$ cat config.mk
export PLATFORM = sky130hd
export DESIGN_NAME = alu_issue_ctrl_flat
export DESIGN_NICKNAME = d
export VERILOG_FILES = /design/src/rtl/alu_issue_ctrl_if.sv /design/src/rtl/alu_issue_ctrl.sv /design/src/flat_wrapper.sv
export SDC_FILE = /design/constraint.sdc
export NUM_CORES = 1
export LEC_CHECK = 0
export ABC_AREA = 1
export BUFFER_PORTS_ARGS = -buffer_cell sky130_fd_sc_hd__buf_2
export CAP_MARGIN = 10
export CORE_MARGIN = 1
export CORE_UTILIZATION = 45
export DETAILED_ROUTE_END_ITERATION = 16
export GPL_ROUTABILITY_DRIVEN = 0
export HOLD_SLACK_MARGIN = 0.1
export MAX_ROUTING_LAYER = met4
export SLEW_MARGIN = 20
export SYNTH_ARGS = -nofsm -noshare
export SYNTH_HDL_FRONTEND = slang
export SYNTH_SLANG_ARGS = --single-unit
$ cat constraint.sdc
create_clock -name clk -period 1.96 [get_ports clk]
set_input_delay 0.294 -clock clk [delete_from_list [all_inputs] [get_ports clk]]
set_output_delay 0.294 -clock clk [all_outputs]
set_load 0.03 [all_outputs]
$ cat src/rtl/alu_issue_ctrl_if.sv
`default_nettype none
// ============================================================================
// Module  : alu_issue_ctrl_if
// Brief   : Instruction, register-file access and ALU operator bus of the
//           ALU issue/writeback sequencer.
// Revision: 1.0
// ============================================================================
interface alu_issue_ctrl_if #(
    parameter int NUM_BITS = 16,
    parameter int OP_BITS  = 3,
    parameter int REG_ADDR = 3
) ();
    logic                instr_valid;
    logic                instr_ready;
    logic [NUM_BITS-1:0] instr;
    logic                wr_en;
    logic [REG_ADDR-1:0] wr_addr;
    logic [NUM_BITS-1:0] wr_data;
    logic [REG_ADDR-1:0] rd_addr;
    logic [NUM_BITS-1:0] rd_data;
    logic [OP_BITS-1:0]  alu_op;
    logic [NUM_BITS-1:0] alu_a;
    logic [NUM_BITS-1:0] alu_b;
    logic [NUM_BITS-1:0] alu_result;
    logic                done;
    logic                err;
    logic [NUM_BITS-1:0] result;

    // Sequencer side
    modport slave (
        input  instr_valid, instr, wr_en, wr_addr, wr_data, rd_addr, alu_result,
        output instr_ready, rd_data, alu_op, alu_a, alu_b, done, err, result
    );

    // Instruction source / ALU side
    modport master (
        output instr_valid, instr, wr_en, wr_addr, wr_data, rd_addr, alu_result,
        input  instr_ready, rd_data, alu_op, alu_a, alu_b, done, err, result
    );
endinterface
`default_nettype wire

$ cat src/rtl/alu_issue_ctrl.sv
`default_nettype none
// ============================================================================
// Module  : alu_issue_ctrl
// Brief   : 8x16 register file plus IDLE/ISSUE/WB sequencer that issues one
//           instruction to a registered ALU and writes its result back.
// Revision: 1.0
// ============================================================================
module alu_issue_ctrl #(
    parameter int NUM_BITS = 16,
    parameter int OP_BITS  = 3,
    parameter int REG_ADDR = 3
) (
    input  wire logic         clk,
    input  wire logic         rst,
    alu_issue_ctrl_if.slave   bus
);
    localparam int                 c_NUM_REGS = 1 << REG_ADDR;
    localparam logic [OP_BITS-1:0] c_OP_DIV   = OP_BITS'(4);
    localparam logic [OP_BITS-1:0] c_OP_MOD   = OP_BITS'(5);
    localparam logic [OP_BITS-1:0] c_OP_NOP   = {OP_BITS{1'b1}};

    typedef enum logic [1:0] {
        S_IDLE  = 2'd0,
        S_ISSUE = 2'd1,
        S_WB    = 2'd2
    } state_t;

    state_t r_state;
    state_t w_state_nxt;

    logic [NUM_BITS-1:0] r_regs [c_NUM_REGS];
    logic [REG_ADDR-1:0] r_rd;
    logic                r_div0;
    logic [OP_BITS-1:0]  r_alu_op;
    logic [NUM_BITS-1:0] r_alu_a;
    logic [NUM_BITS-1:0] r_alu_b;
    logic                r_done;
    logic                r_err;
    logic [NUM_BITS-1:0] r_result;

    logic [OP_BITS-1:0]  w_opcode;
    logic [REG_ADDR-1:0] w_rd;
    logic [REG_ADDR-1:0] w_rs1;
    logic [REG_ADDR-1:0] w_rs2;
    logic                w_instr_ready;
    logic                w_accept;
    logic                w_div0;
    logic                w_unused_instr;

    assign w_opcode       = bus.instr[15:13];
    assign w_rd           = bus.instr[12:10];
    assign w_rs1          = bus.instr[9:7];
    assign w_rs2          = bus.instr[6:4];
    assign w_unused_instr = ^bus.instr[3:0];

    // External writes win over acceptance; nothing is accepted while in reset.
    assign w_instr_ready = rst && (r_state == S_IDLE) && !bus.wr_en;
    assign w_accept      = bus.instr_valid && w_instr_ready;
    assign w_div0        = ((w_opcode == c_OP_DIV) || (w_opcode == c_OP_MOD)) &&
                           (r_regs[w_rs2] == '0);

    always_ff @(posedge clk or negedge rst) begin
        if (!rst) begin
            r_state <= S_IDLE;
        end else begin
            r_state <= w_state_nxt;
        end
    end

    always_comb begin
        w_state_nxt = r_state;
        case (r_state)
            S_IDLE:  if (w_accept) w_state_nxt = S_ISSUE;
            S_ISSUE: w_state_nxt = S_WB;
            S_WB:    w_state_nxt = S_IDLE;
            default: w_state_nxt = S_IDLE;
        endcase
    end

    always_ff @(posedge clk or negedge rst) begin
        if (!rst) begin
            for (int i = 0; i < c_NUM_REGS; i++) begin
                r_regs[i] <= '0;
            end
            r_rd     <= '0;
            r_div0   <= 1'b0;
            r_alu_op <= c_OP_NOP;
            r_alu_a  <= '0;
            r_alu_b  <= '0;
            r_done   <= 1'b0;
            r_err    <= 1'b0;
            r_result <= '0;
        end else begin
            r_done <= 1'b0;
            r_err  <= 1'b0;
            case (r_state)
                S_IDLE: begin
                    if (bus.wr_en) begin
                        r_regs[bus.wr_addr] <= bus.wr_data;
                    end else if (w_accept) begin
                        r_rd     <= w_rd;
                        r_div0   <= w_div0;
                        // A zero divisor is never shown to the ALU.
                        r_alu_op <= w_div0 ? c_OP_NOP : w_opcode;
                        r_alu_a  <= r_regs[w_rs1];
                        r_alu_b  <= r_regs[w_rs2];
                    end
                end
                S_ISSUE: begin
                    r_alu_op <= c_OP_NOP;
                    r_alu_a  <= '0;
                    r_alu_b  <= '0;
                end
                S_WB: begin
                    r_done <= 1'b1;
                    if (r_div0) begin
                        r_err    <= 1'b1;
                        r_result <= '0;
                    end else begin
                        r_regs[r_rd] <= bus.alu_result;
                        r_result     <= bus.alu_result;
                    end
                end
                default: ;
            endcase
        end
    end

    assign bus.instr_ready = w_instr_ready;
    assign bus.rd_data     = r_regs[bus.rd_addr];
    assign bus.alu_op      = r_alu_op;
    assign bus.alu_a       = r_alu_a;
    assign bus.alu_b       = r_alu_b;
    assign bus.done        = r_done;
    assign bus.err         = r_err;
    assign bus.result      = r_result;
endmodule
`default_nettype wire

$ cat src/flat_wrapper.sv
// flat-port wrapper written by rule: the top's interface ports become plain ports
module alu_issue_ctrl_flat 
#(
    parameter int NUM_BITS = 16,
    parameter int OP_BITS  = 3,
    parameter int REG_ADDR = 3
)
  (clk, rst, bus_instr_valid, bus_instr, bus_wr_en, bus_wr_addr, bus_wr_data, bus_rd_addr, bus_alu_result, bus_instr_ready, bus_rd_data, bus_alu_op, bus_alu_a, bus_alu_b, bus_done, bus_err, bus_result);
  alu_issue_ctrl_if #(.NUM_BITS(NUM_BITS), .OP_BITS(OP_BITS), .REG_ADDR(REG_ADDR)) bus_i ();
  input  wire logic clk;
  input  wire logic rst;
  input wire logic [$bits(bus_i.instr_valid)-1:0] bus_instr_valid;
  input wire logic [$bits(bus_i.instr)-1:0] bus_instr;
  input wire logic [$bits(bus_i.wr_en)-1:0] bus_wr_en;
  input wire logic [$bits(bus_i.wr_addr)-1:0] bus_wr_addr;
  input wire logic [$bits(bus_i.wr_data)-1:0] bus_wr_data;
  input wire logic [$bits(bus_i.rd_addr)-1:0] bus_rd_addr;
  input wire logic [$bits(bus_i.alu_result)-1:0] bus_alu_result;
  output wire logic [$bits(bus_i.instr_ready)-1:0] bus_instr_ready;
  output wire logic [$bits(bus_i.rd_data)-1:0] bus_rd_data;
  output wire logic [$bits(bus_i.alu_op)-1:0] bus_alu_op;
  output wire logic [$bits(bus_i.alu_a)-1:0] bus_alu_a;
  output wire logic [$bits(bus_i.alu_b)-1:0] bus_alu_b;
  output wire logic [$bits(bus_i.done)-1:0] bus_done;
  output wire logic [$bits(bus_i.err)-1:0] bus_err;
  output wire logic [$bits(bus_i.result)-1:0] bus_result;
  assign bus_i.instr_valid = bus_instr_valid;
  assign bus_i.instr = bus_instr;
  assign bus_i.wr_en = bus_wr_en;
  assign bus_i.wr_addr = bus_wr_addr;
  assign bus_i.wr_data = bus_wr_data;
  assign bus_i.rd_addr = bus_rd_addr;
  assign bus_i.alu_result = bus_alu_result;
  assign bus_instr_ready = bus_i.instr_ready;
  assign bus_rd_data = bus_i.rd_data;
  assign bus_alu_op = bus_i.alu_op;
  assign bus_alu_a = bus_i.alu_a;
  assign bus_alu_b = bus_i.alu_b;
  assign bus_done = bus_i.done;
  assign bus_err = bus_i.err;
  assign bus_result = bus_i.result;
  alu_issue_ctrl #(.NUM_BITS(NUM_BITS), .OP_BITS(OP_BITS), .REG_ADDR(REG_ADDR)) u_core (.clk(clk), .rst(rst), .bus(bus_i));
endmodule
==> results.tsv <==
stage	metric	value	unit
layout	final_core_util	56.7	%
setup_path	cell_depth_of_the_worst_setup_path	5	
layout	layoutNonFillerInstCount	2012	
sta	report.final.setup_viol	0	
sta	setup_repair_after_global_routing_missed_its_margin	yes	
status	result_of_the_run	completed	
floorplanning	number_of_placement_rows	57	
detailed_routing	detail_route.iter0.violations	1578	
setup_path	worstPathCellList	nand2_1 > o21ai_2 > a221oi_2 > a31oi_2 > buf_6	
sta	maxClockFrequency	0.522	GHz
clock_network	clk_pin_slew	80	ps
power_and_ir_drop	ir_drop	541	µV
global_routing	grt_pass1_wl	70800	µm
detailed_routing	ant_nets	0	
synth	synth_cell_type_count	36	
synth	synth_largest_area_cell	sky130_fd_sc_hd__dfrtp_1	
floorplanning	initial_core_utilization	46.5	%
global_routing	maximum_number_of_pins_on_one_net_before_global_route_repair	93	
setup_path	critical_path_peak_fanout	3	
setup_path	cp_num_buf_inv	1	
floorplanning	num_io_pins	128	
synth	ys_top_cells_by_count	sky130_fd_sc_hd__nand2_1 (328), sky130_fd_sc_hd__o21ai_0 (273), sky130_fd_sc_hd__dfrtp_1 (184)	
global_routing	gr_usage_total	37.6	%
detailed_routing	drt_pre_antenna_iters	6	
floorplanning	placeableCoreArea	0.0246	mm²
sta	slew_headroom	57.0	%
setup_path	worst_ep_arrival_time	1620	ps
setup_path	critPathLaunchType	register	
sta	final_period_minus_worst_setup_slack	1920	ps
setup_path	criticalPathCategory	reg -> out	
synth	synth.yosys.seq_area_share	40.9	%
sta	pins_over_their_slew_limit	0	
power_and_ir_drop	power.density_cell_area	882	mW/mm²
setup_path	cp_top_family	compound AO/OA/AOI/OAI gates	
clock_network	bufs_on_longest_clock_path	2	
floorplanning	die_h	161	µm
detailed_routing	detail_route.vias_per_cell	6.23	
global_routing	grt-ovfl-total	0	
clock_network	cts_tree	built	
clock_network	htree_num_levels	4	
layout	antennaDiodeCount	0	
synth	ys_ff_latch	187	
detailed_routing	routed_wirelength	47100	µm
sta	finalHoldViolCount	0	
clock_network	cts_root_buffer	sky130_fd_sc_hd__clkbuf_16	
global_routing	grt_pass1_vias	12000	
synth	netlist_instances	1546	
hold_path	cell_depth_of_the_worst_hold_path	3	
detailed_routing	routedWlPerCell	23.4	µm
setup_path	library_cell_contributing_the_largest_single_delay_on_the_critical_path	sky130_fd_sc_hd__dfrtp_1	
sta	tightest_slew	645	ps
synth	syn_avg_cell_area	7.40	µm²
synth	async_flop_share	100	%
floorplanning	floorplan.die.width	161	µm
sta	worst_clock_skew	16.1	ps
synth	synthesis.nets	1604	
sta	totalNegativeSetupSlack	0	ps
clock_network	clkLatencyLatePin	450	ps
power_and_ir_drop	power.leakage	6.26	nW
detailed_routing	vias	12500	
detailed_routing	drc	0	
setup_path	worst_reg2reg_path_depth	9	
placed_design	portBuffers	123	
floorplanning	dieArea	0.0261	mm²
synth	mapped_cell_area	0.0114	mm²
synth	synth_warnings	0	
synth	predominant_post_synthesis_flop_cell	sky130_fd_sc_hd__dfrtp_1	
clock_network	tritoncts_num_sinks	187	
layout	fin_nets	1733	
placed_design	dp_hpwl	30900	µm
synth	synthMostInstantiatedCell	sky130_fd_sc_hd__nand2_1	
setup_path	crit_required	1670	ps
synth	synth_top_area_share	40.2	%
flow_run	cap_violations	0	
global_routing	antenna_found_initial	0	
synth	synthTopCellsByArea	sky130_fd_sc_hd__dfrtp_1 (40%), sky130_fd_sc_hd__o21ai_0 (12%), sky130_fd_sc_hd__nand2_1 (11%)	
placed_design	placed_cells	1967	
hold_path	worstHoldPathType	in -> reg	
setup_path	endpoint_kind	output port	
synth	synth-edff-count	0	
sta	layout_worst_path_cycle_share	97.8	%
layout	share_of_cells_above_drive_strength_1	20.6	%
layout	flow.area_growth_from_synthesis	22.0	%
setup_path	critPathMaxStageDelay	410	ps
clock_network	number_of_buffers_created_by_cts	17	
## cell families (layout without fill, tap and decap cells)
group,after synthesis,in the layout,share of synthesized area (%)
AO/OA/AOI/OAI,614,614,30.8
buffers and inverters,268,410,9.84
AND/OR/NAND/NOR,462,462,16.9
multiplexers,15,15,1.48
flip-flops,187,187,40.9
## layout by cell type, fill, tap and decap left out, types with 4 or more instances in the layout
cell type                         n
sky130_fd_sc_hd__dlygate4sd3_1    5
sky130_fd_sc_hd__a221oi_1         5
sky130_fd_sc_hd__buf_12          30
sky130_fd_sc_hd__a221oi_2        11
sky130_fd_sc_hd__inv_8            4
sky130_fd_sc_hd__inv_1          126
sky130_fd_sc_hd__nand3_1         95
sky130_fd_sc_hd__o21ai_0        257
sky130_fd_sc_hd__nor2_1          14
sky130_fd_sc_hd__a21oi_1        135
sky130_fd_sc_hd__inv_2           15
sky130_fd_sc_hd__a22o_1           7
sky130_fd_sc_hd__o211ai_1        10
sky130_fd_sc_hd__clkbuf_16       17
sky130_fd_sc_hd__nor3_1           6
sky130_fd_sc_hd__dfrtp_1        184
sky130_fd_sc_hd__a32o_1          16
sky130_fd_sc_hd__mux2_2          11
sky130_fd_sc_hd__buf_6            7
sky130_fd_sc_hd__nand2_2          9
sky130_fd_sc_hd__mux2_1           4
sky130_fd_sc_hd__o21ai_1         12
sky130_fd_sc_hd__buf_2          111
sky130_fd_sc_hd__o22ai_1        128
sky130_fd_sc_hd__o21ai_2          4
sky130_fd_sc_hd__nand2_1        328
sky130_fd_sc_hd__a21oi_2          4
sky130_fd_sc_hd__a31oi_2         10
sky130_fd_sc_hd__buf_4           80
sky130_fd_sc_hd__clkinv_4         5
sky130_fd_sc_hd__a31oi_1          6
## worst reg2reg max path, cell delays in order, from the launching register on
cell	delay (ps)
sky130_fd_sc_hd__dfrtp_1	380
sky130_fd_sc_hd__inv_2	60
sky130_fd_sc_hd__nor2_4	180
sky130_fd_sc_hd__inv_1	100
sky130_fd_sc_hd__buf_12	180
sky130_fd_sc_hd__nand2_1	80
sky130_fd_sc_hd__nand2_1	80
sky130_fd_sc_hd__nor2_4	130
sky130_fd_sc_hd__buf_12	180
sky130_fd_sc_hd__mux2_2	360
## flip-flops by register name, summed over array words and instances (netlist names), 2 cells and up
signal,flops
u_core.bus.alu_a,16
u_core.bus.alu_b,16
u_core.bus.alu_op,3
u_core.bus.result,16
u_core.r_rd,3
u_core.r_regs,128
u_core.r_state,2
## stage by stage
stage | hold slack (ps) | total power [mW] | setup slack (ps) | cell area, µm²
after floorplan | -1.59 | 6.98 | 17.4 | 11500
after global placement | 392 | 8.44 | -36.9 | 13100
after detailed placement | 401 | 8.50 | -30.3 | 13100
after CTS | 128 | 12.2 | -1.14 | 13800
after global routing | 149 | 12.8 | -14.1 | 14000
final | 136 | 12.3 | 43.5 | 14000
## report_power, final
part,internal (mW),switching [mW]
Clock,1.83,1.83
Combinational,1.24,2.65
Sequential,4.43,0.324
## final timing paths
path,startpoint,end,slack (ps)
worst max-delay path,u_core.r_regs[48],bus_rd_data[0],40
worst min-delay path,bus_instr[13],u_core.bus.alu_op[0],140
worst max register to register,u_core.r_state[1],u_core.r_regs[55],100
worst min register to register,u_core.bus.alu_b[1],u_core.bus.alu_b[1],490
max in group asynchronous,rst,u_core.r_regs[53],880
min in group asynchronous,rst,u_core.bus.result[6],490
## per-layer routing
| metal | vias up | part of all wire (%) | GRT usage [%] |
|---|---|---|---|
| li1 | 5648 | - | - |
| met1 | 5884 | 39 | 47.6 |
| met2 | 815 | 45 | 57.9 |
| met3 | 188 | 10 | 5.96 |
| met4 | 0 | 5.4 | 20.1 |
| met5 | - | 0 | - |
## what timing repair did
action / CTS / global route
gates resized for setup: 14 / 55
hold buffers: 5 / 0
setup endpoints to repair: 6 / 25
buffers inserted: 0 / 8
endpoints found under the hold margin: 164 / 0
pin swaps: 0 / 13
gates cloned: 0 / 0
## cell type report
class | count | area (µm²)
clock buffer | 17 | 425
multi-input combinational | 1091 | 5820
inverter | 143 | 537
clock inverter | 15 | 178
fill | 2353 | 10700
timing repair buffer | 235 | 1910
tap | 324 | 405
sequential | 187 | 4680
No activity file was read; power rests on OpenSTA's default activity.
